[src/rtl/ps2_pkg.sv]
// Shared constants and types for the PS/2 keyboard scan-code controller.
package ps2_pkg;

  localparam logic [7:0] PFX_EXT   = 8'hE0;
  localparam logic [7:0] PFX_BRK   = 8'hF0;
  localparam logic [7:0] PFX_PAUSE = 8'hE1;

  // Keyboard status/response bytes that never form part of a key event
  localparam int N_DISCARD = 6;
  localparam logic [N_DISCARD-1:0][7:0] DISCARD_CODES =
    {8'h00, 8'hAA, 8'hEE, 8'hFA, 8'hFE, 8'hFF};

  typedef enum logic {
    ST_IDLE = 1'b0,
    ST_ACK  = 1'b1
  } pop_state_t;

  function automatic logic is_discard(input logic [7:0] b);
    is_discard = 1'b0;
    for (int i = 0; i < N_DISCARD; i++)
      if (b == DISCARD_CODES[i]) is_discard = 1'b1;
  endfunction

endpackage

[src/rtl/ps2_code_parser.sv]
// Prefix / pause-sequence parser. Consumes one scan byte per i_en strobe and
// flags when that byte completes a key event; o_ext/o_brk are the prefix
// flags accumulated before the byte.
module ps2_code_parser
  import ps2_pkg::*;
#(
  parameter int PAUSE_SKIP = 7
) (
  input  logic       clk,
  input  logic       rst,
  input  logic       i_en,
  input  logic [7:0] i_byte,
  output logic       o_evt,
  output logic       o_ext,
  output logic       o_brk
);

  localparam int SKIP_W = (PAUSE_SKIP < 1) ? 1 : $clog2(PAUSE_SKIP + 1);

  logic              r_ext;
  logic              r_brk;
  logic [SKIP_W-1:0] r_skip;
  logic              w_evt;

  // An event is any non-prefix, non-status byte outside a pause sequence
  always_comb begin
    w_evt = 1'b0;
    if (i_en && (r_skip == '0) && (i_byte != PFX_PAUSE) && (i_byte != PFX_EXT) &&
        (i_byte != PFX_BRK) && !is_discard(i_byte))
      w_evt = 1'b1;
  end

  // Prefix flags and pause-skip counter advance once per consumed byte
  always_ff @(posedge clk or posedge rst) begin
    if (rst) begin
      r_ext  <= 1'b0;
      r_brk  <= 1'b0;
      r_skip <= '0;
    end else if (i_en) begin
      if (r_skip != '0) begin
        r_skip <= r_skip - SKIP_W'(1);
      end else if (i_byte == PFX_PAUSE) begin
        r_skip <= SKIP_W'(PAUSE_SKIP);
        r_ext  <= 1'b0;
        r_brk  <= 1'b0;
      end else if (i_byte == PFX_EXT) begin
        r_ext <= 1'b1;
      end else if (i_byte == PFX_BRK) begin
        r_brk <= 1'b1;
      end else begin
        r_ext <= 1'b0;
        r_brk <= 1'b0;
      end
    end
  end

  assign o_evt = w_evt;
  assign o_ext = r_ext;
  assign o_brk = r_brk;

endmodule

[src/rtl/ps2_kbd_ctrl.sv]
// PS/2 keyboard controller: pops scan bytes from the receiver FIFO, decodes
// them into key events, tracks the currently held key and counts presses.
module ps2_kbd_ctrl
  import ps2_pkg::*;
#(
  parameter int CNT_W      = 8,
  parameter int PAUSE_SKIP = 7
) (
  input  logic             clk,
  input  logic             rst,
  input  logic [7:0]       kb_data,
  input  logic             kb_ready,
  input  logic             kb_overflow,
  output logic             nextdata_n,
  output logic             key_valid,
  output logic [7:0]       key_code,
  output logic             key_ext,
  output logic             key_break,
  output logic [8:0]       held_code,
  output logic [CNT_W-1:0] press_cnt,
  output logic             err
);

  pop_state_t       r_state, w_state_nxt;
  logic             w_pop;
  logic             w_evt, w_ext, w_brk;
  logic [8:0]       w_key;
  logic             r_nextdata_n;
  logic             r_key_valid;
  logic [7:0]       r_key_code;
  logic             r_key_ext, r_key_break;
  logic [8:0]       r_held;
  logic [CNT_W-1:0] r_cnt;
  logic             r_err;

  // Pop FSM next state: take a byte only from IDLE, then spend one cycle in ACK
  always_comb begin
    w_state_nxt = r_state;
    w_pop       = 1'b0;
    case (r_state)
      ST_IDLE: if (kb_ready) begin
        w_pop       = 1'b1;
        w_state_nxt = ST_ACK;
      end
      ST_ACK:  w_state_nxt = ST_IDLE;
    endcase
  end

  // State register; the pop strobe is low exactly while in ACK
  always_ff @(posedge clk or posedge rst) begin
    if (rst) begin
      r_state      <= ST_IDLE;
      r_nextdata_n <= 1'b1;
    end else begin
      r_state      <= w_state_nxt;
      r_nextdata_n <= (w_state_nxt != ST_ACK);
    end
  end

  // The byte is parsed on the same edge it is taken from the FIFO
  ps2_code_parser #(.PAUSE_SKIP(PAUSE_SKIP)) u_parser (
    .clk    (clk),
    .rst    (rst),
    .i_en   (w_pop),
    .i_byte (kb_data),
    .o_evt  (w_evt),
    .o_ext  (w_ext),
    .o_brk  (w_brk)
  );

  assign w_key = {w_ext, kb_data};

  // Event outputs, held-key tracking (typematic repeats are not recounted)
  always_ff @(posedge clk or posedge rst) begin
    if (rst) begin
      r_key_valid <= 1'b0;
      r_key_code  <= '0;
      r_key_ext   <= 1'b0;
      r_key_break <= 1'b0;
      r_held      <= '0;
      r_cnt       <= '0;
    end else begin
      r_key_valid <= w_evt;
      if (w_evt) begin
        r_key_code  <= kb_data;
        r_key_ext   <= w_ext;
        r_key_break <= w_brk;
        if (!w_brk) begin
          if (w_key != r_held) begin
            r_held <= w_key;
            r_cnt  <= r_cnt + CNT_W'(1);
          end
        end else if (w_key == r_held) begin
          r_held <= '0;
        end
      end
    end
  end

  // Sticky overflow error; decoding is unaffected
  always_ff @(posedge clk or posedge rst) begin
    if (rst) r_err <= 1'b0;
    else     r_err <= r_err | kb_overflow;
  end

  assign nextdata_n = r_nextdata_n;
  assign key_valid  = r_key_valid;
  assign key_code   = r_key_code;
  assign key_ext    = r_key_ext;
  assign key_break  = r_key_break;
  assign held_code  = r_held;
  assign press_cnt  = r_cnt;
  assign err        = r_err;

endmodule

[config.mk]
export PLATFORM = sky130hd
export DESIGN_NAME = ps2_kbd_ctrl
export DESIGN_NICKNAME = d
export VERILOG_FILES = /design/src/rtl/ps2_pkg.sv /design/src/rtl/ps2_code_parser.sv /design/src/rtl/ps2_kbd_ctrl.sv
export SDC_FILE = /design/constraint.sdc
export NUM_CORES = 1
export LEC_CHECK = 0
export ABC_AREA = 0
export CAP_MARGIN = 20
export CORE_UTILIZATION = 45
export DETAILED_ROUTE_END_ITERATION = 10
export DONT_BUFFER_PORTS = 1
export GPL_ROUTABILITY_DRIVEN = 1
export PLACE_DENSITY_LB_ADDON = 0.2
export SLEW_MARGIN = 10
export SYNTH_ARGS = -nofsm -noshare
export SYNTH_HDL_FRONTEND = slang
export SYNTH_HIERARCHICAL = 1
export SYNTH_SLANG_ARGS = --single-unit
[constraint.sdc]
create_clock -name clk -period 2.3 [get_ports clk]
set_input_delay 0.575 -clock clk [delete_from_list [all_inputs] [get_ports clk]]
set_output_delay 0.575 -clock clk [all_outputs]
set_load 0.005 [all_outputs]
After elaboration in Yosys (flattened, before gate mapping). Cells that the tools add are included.

Flip-flop bits (word level): 36. Bits in latches: 0. Bits in writable memories: 0. Memory bits (read-only): 0. Input port bits: 12. Output and inout bits: 30. Logic and storage cells: 72. Memories kept: 0.

Add/sub/neg operators: 2. Multipliers: 0. Divide/modulo/power cells: 0. Order comparisons: 0. Equality and inequality tests: 16. Shift operators: 0. Muxes and demuxes: 21. Bitwise logic cells: 5. Reductions and logical operators: 16.

Operators with widths (number): 8-bit equality test (second input constant) (8); 9-bit 2-to-1 mux (3); 8-bit inequality test (second input constant) (3); 1-bit 2-to-1 mux (15); 3-bit AND reduction (4); 9-bit equality test (1); 9-bit inequality test (1); 8-bit by 1-bit adder with 8-bit output (second input constant) (1); 8-bit logical NOT (1); 3-bit 2-to-1 mux (2); 1-bit logical AND (5); 1-bit inverter (4); 2-bit nonzero test (2); 3-bit logical NOT (1); 3-bit by 1-bit inequality test with 1-bit output (second input constant) (1); 3-bit nonzero test (1); 3-bit by 1-bit subtractor with 3-bit output (second input constant) (1); 2-bit by 1-bit inequality test with 1-bit output (second input constant) (1); 2-bit inequality test (second input constant) (1); 1-bit one-hot mux with 2 select lines (1); 2-bit AND reduction (1); 1-bit logical NOT (1); 1-bit OR (1).

Logic depth before layout (Yosys ltp).
Word-level depth: 11. Gate-level depth with buffers: 7. Mapped depth without buffers: 7.

Modules after synthesis. The synthesis kept the hierarchy.

By module, submodules not included: ps2_kbd_ctrl (instances 1, cells an instance 114, area an instance 1415.1 um^2, sequential area each 777.0 um^2); ps2_code_parser (instances 1, cells an instance 48, area an instance 422.9 um^2, sequential area each 125.1 um^2).

Worst setup path after synthesis. No wires, ideal clock.

Path type: in2reg. Start: input kb_ready. End: register r_cnt[1], in the netlist press_cnt[1]. Setup time: 0.125 ns. Arrival time: 2.584 ns. Required time: 2.175 ns. Slack: -0.409 ns. Cell stages on the path: 7. Path buffers: 0. Cell sequence: nand2b_1 -> inv_1 -> nand3b_1 -> nor4_1 -> nand2_1 -> nor2_1 -> mux2_2.

Word-level cells in the longest chain between the ends: 9.

RTL lines: from (decl) (line ps2_kbd_ctrl.sv:12) `input logic kb_ready,`; 1-bit 2-to-1 mux (line ps2_kbd_ctrl.sv:41) `ST_IDLE: if (kb_ready) begin`; 1-bit 2-to-1 mux (line ps2_kbd_ctrl.sv:40) `case (r_state)`; via w_pop (line ps2_kbd_ctrl.sv:25) `logic w_pop;`; 1-bit logical AND (4 in a row) (line ps2_code_parser.sv:28) `if (i_en && (r_skip == '0) && (i_byte != PFX_PAUSE) && (i_byte != PFX_EXT) &&`; 1-bit logical AND (line ps2_code_parser.sv:29) `(i_byte != PFX_BRK) && !is_discard(i_byte))`; 1-bit 2-to-1 mux (line ps2_code_parser.sv:28); via w_evt (line ps2_kbd_ctrl.sv:26) `logic w_evt, w_ext, w_brk;`; 3-bit AND reduction (no source line); to (signal assigned) (line ps2_kbd_ctrl.sv:91) `r_cnt <= r_cnt + CNT_W'(1);`; to (decl) (line ps2_kbd_ctrl.sv:33) `logic [CNT_W-1:0] r_cnt;`.

The timed path passes the listed nets, and every way through them passes these cells. A chain may end at the register's enable or synchronous reset.

Final worst setup path.
Start: register u_parser.r_skip[1]. End: register r_cnt[1], in the netlist press_cnt[1].

Word-level cells in the longest chain between the ends: 8.

RTL lines: from (decl) (line ps2_code_parser.sv:22) `logic [SKIP_W-1:0] r_skip;`; from (signal assigned) (line ps2_code_parser.sv:41) `r_skip <= r_skip - SKIP_W'(1);`; from (signal assigned) (line ps2_code_parser.sv:43) `r_skip <= SKIP_W'(PAUSE_SKIP);`; 3-bit logical NOT (line ps2_code_parser.sv:28); 1-bit logical AND (4 in a row) (line ps2_code_parser.sv:28); 1-bit logical AND (line ps2_code_parser.sv:29); 1-bit 2-to-1 mux (line ps2_code_parser.sv:28); via w_evt (line ps2_kbd_ctrl.sv:26); 3-bit AND reduction (no source line).

The timed path passes the listed nets, and every way through them passes these cells.

==> flow_metrics.tcl <==
set metrics [dict create \
    ant_nets 0 \
    start_util 0.484 \
    crit_fanout 7 \
    numPortBuffers 0 \
    cts_made_buffers 5 \
    final.setup_skew_ps 6.84 \
    post_synth_fa_ha_maj_area_fraction 0.0204 \
    arrival_ps 2330 \
    crit_slowest_cell "nor4_4" \
    yosys_warnings 6 \
    slowest_delay_ps 460 \
    grtUsageTotal 0.196 \
    clock-sinks 36 \
    drc 0 \
    fmax_mhz 466 \
    cap_violations 0 \
    startpoint_type "register" \
    timing.hold.ws_ps 74.3 \
    ys_seq_area_frac 0.491 \
    layout_common_cells "dfrtp_1, inv_1, xnor2_1, mux2_2" \
    clk_pin_slew_ps 70 \
    status "completed" \
    slew_violations 0 \
    yosys-top-cells-area "dfrtp_1, mux2_2, xnor2_1" \
    coreArea_mm2 0.00380 \
    synthXorXnorAreaFrac 0.0762 \
    htree_levels 2 \
    grt_setup_unrepaired "yes" \
    hold_class "input port to asynchronous set/reset pin" \
    pin_count 42 \
    wirelength_um 3920 \
    die_width_um 65.9 \
    grt_max_degree 32 \
    p_per_area_mw_per_mm2 1090 \
    wire_per_inst_um 17.6 \
    timing.final.crit_share 0.934 \
    layout-drive-gt1-share 0.234 \
    fin_nets 190 \
    synthesis.area_mm2 0.00184 \
    gp_congestion 0.833 \
    worstPathCellList "inv_1, ha_2, nand3b_1, nor4_4, nand2_2, nor2_2, mux2_2" \
    clk-insertion-delay-late_ps 290 \
    end_kind "register" \
    syn_area_per_cell_um2 11.3 \
    ys_ff_latch 36 \
    required_ps 2480 \
    cts_tree "yes" \
    multi_input_area_um2 895 \
    dp.final_hpwl_um 2810 \
    tightest_slew_ps 457 \
    ff2ff_path_depth 7 \
    mostFrequentLayoutCell "dfrtp_1" \
    synth_top_area_frac 0.477 \
    die_h_um 65.9 \
    synthCells 162 \
    first_pass_iters 4 \
    ir_drop_mv 0.494 \
    min_period_ps 2150 \
    globalRoute.totalOverflow 0 \
    synth.area.mux_share 0.0613 \
    yosys.area_share.simple 0.139 \
    synth_compound_area_frac 0.167 \
    vias 1322 \
    syn_nets 177 \
    setup_viol_count_final 0 \
    rows 22 \
    r2r_setup_slack_ps 150 \
    final_core_util 0.544 \
    max_slew_margin 0.693 \
    dieArea_mm2 0.00434 \
    synth_top_family_by_area "compound AO/OA/AOI/OAI gates" \
    hold_violations 0 \
    syn_to_final_growth_pct 12.4 \
    first_global_vias 1302 \
    root_buffer "clkbuf_8" \
    clock_path_buffers 2 \
    first_iter_violations 82 \
    seq_area_um2 902 \
    fill_cells 349 \
    yosysTopAreaCell "dfrtp_1" \
    ys_types 43 \
    p_leak_uw 0.000903 \
    grt_pass1_wl_um 6200 \
    worstSetupPathType "register to register" \
    antenna_found_initial 0 \
    avgViaCountPerCell 5.93 \
    diodes 0 \
]
-- path summary, 6_finish.rpt --
path                                                 from                         end
min in group clk                                 kb_ready        nextdata_n$_DFF_PP1_
min                                                   rst  u_parser/o_brk$_DFFE_PP0P_
min reg2reg                             r_state$_DFF_PP0_        nextdata_n$_DFF_PP1_
max in group asynchronous                             rst        nextdata_n$_DFF_PP1_
max reg2reg                u_parser/r_skip[1]$_DFFE_PP0P_    press_cnt[1]$_DFFE_PP0P_
max                        u_parser/r_skip[1]$_DFFE_PP0P_    press_cnt[1]$_DFFE_PP0P_
-- cell usage after synthesis (all sizes together) --
cell type / number
dfrtp: 35
inv: 17
mux2: 10
nand2: 10
xnor2: 10
o2bb2ai: 9
a22o: 8
xor2: 6
nand3: 5
nor2: 4
o21ai: 4
ha: 3
nand4: 3
nor3: 3
nor4: 3
o31ai: 3
a211oi: 2
a31oi: 2
and3: 2
nand2b: 2
nor3b: 2
o21a: 2
or4: 2
a21oi: 1
a22oi: 1
a311o: 1
and2b: 1
buf: 1
clkbuf: 1
clkinv: 1
dfstp: 1
nand3b: 1
nor2b: 1
nor4b: 1
o21bai: 1
o311ai: 1
or2: 1
or3: 1
-- kinds of logic after synthesis --
logic type	count (synthesis)
simple gates	42
flops	36
compound gates	35
buf+inv	20
xor+xnor	16
mux	10
fa+ha+maj	3
-- where the power goes --
part	leakage, uW	switching, uW	internal (uW)
Combinational	0.000419	332	356
Sequential	0.000444	261	871
Clock	0.0000400	221	205
Total	0.000903	814	1430
-- timing repair --
item                                    in CTS  in global routing
endpoints found under the hold margin        0                  0
gates resized for setup                      0                  6
endpoints found under the setup margin       3                  4
hold buffers                                 0                  0
pin swaps                                    1                  2
cloned                                       0                  0
buffers inserted                             0                  3
-- area by class of cell --
class,instances,share of cell area
Clock buffer,5,0.0333
Clock inverter,2,0.00606
Inverter,18,0.0327
Multi-Input combinational cell,106,0.433
Sequential cell,36,0.437
Tap cell,48,0.0291
Timing Repair Buffer,8,0.0291
-- state kept, by name, summed over array words and instances, names as in the netlist --
register / count
err: 1
held_code: 9
key_break: 1
key_code: 8
key_ext: 1
key_valid: 1
nextdata_n: 1
press_cnt: 8
r_state: 1
u_parser/o_brk: 1
u_parser/o_ext: 1
u_parser/r_skip: 3
-- metrics by stage --
| stage | cells | total power [uW] | setup WS (ps) | TNS, ps | area [um^2] |
|---|---|---|---|---|---|
| 2_1_floorplan | 162 | 1630 | 28.7 | 0 | 1850 |
| 3_3_place_gp | 213 | 1770 | 29.6 | 0 | 1940 |
| 3_5_place_dp | 213 | 1810 | -53.6 | -115 | 1940 |
| 4_1_cts | 220 | 2230 | 98.8 | 0 | 2020 |
| 5_1_grt | 223 | 2400 | -23.3 | -41.0 | 2070 |
| 6_report | 223 | 2250 | 152 | 0 | 2070 |
-- critical path: cells and delay by family (launching register included) --
kind                     cells  cell delay [ps]
adder cells (fa/ha/maj)      1              220
buffers and inverters        1              110
flip-flops                   1              380
multiplexers                 1              340
AND/OR/NAND/NOR              4              990
-- metal layers --
metal / track usage / routed length, um / up-vias
li1: - / - / 611
met1: 0.241 / 1740 / 658
met2: 0.307 / 1870 / 48
met3: 0.0741 / 253 / 5
met4: 0.0815 / 51 / 0
met5: 0 / 0 / -
Note: power is estimated with default switching activity, not from simulation.
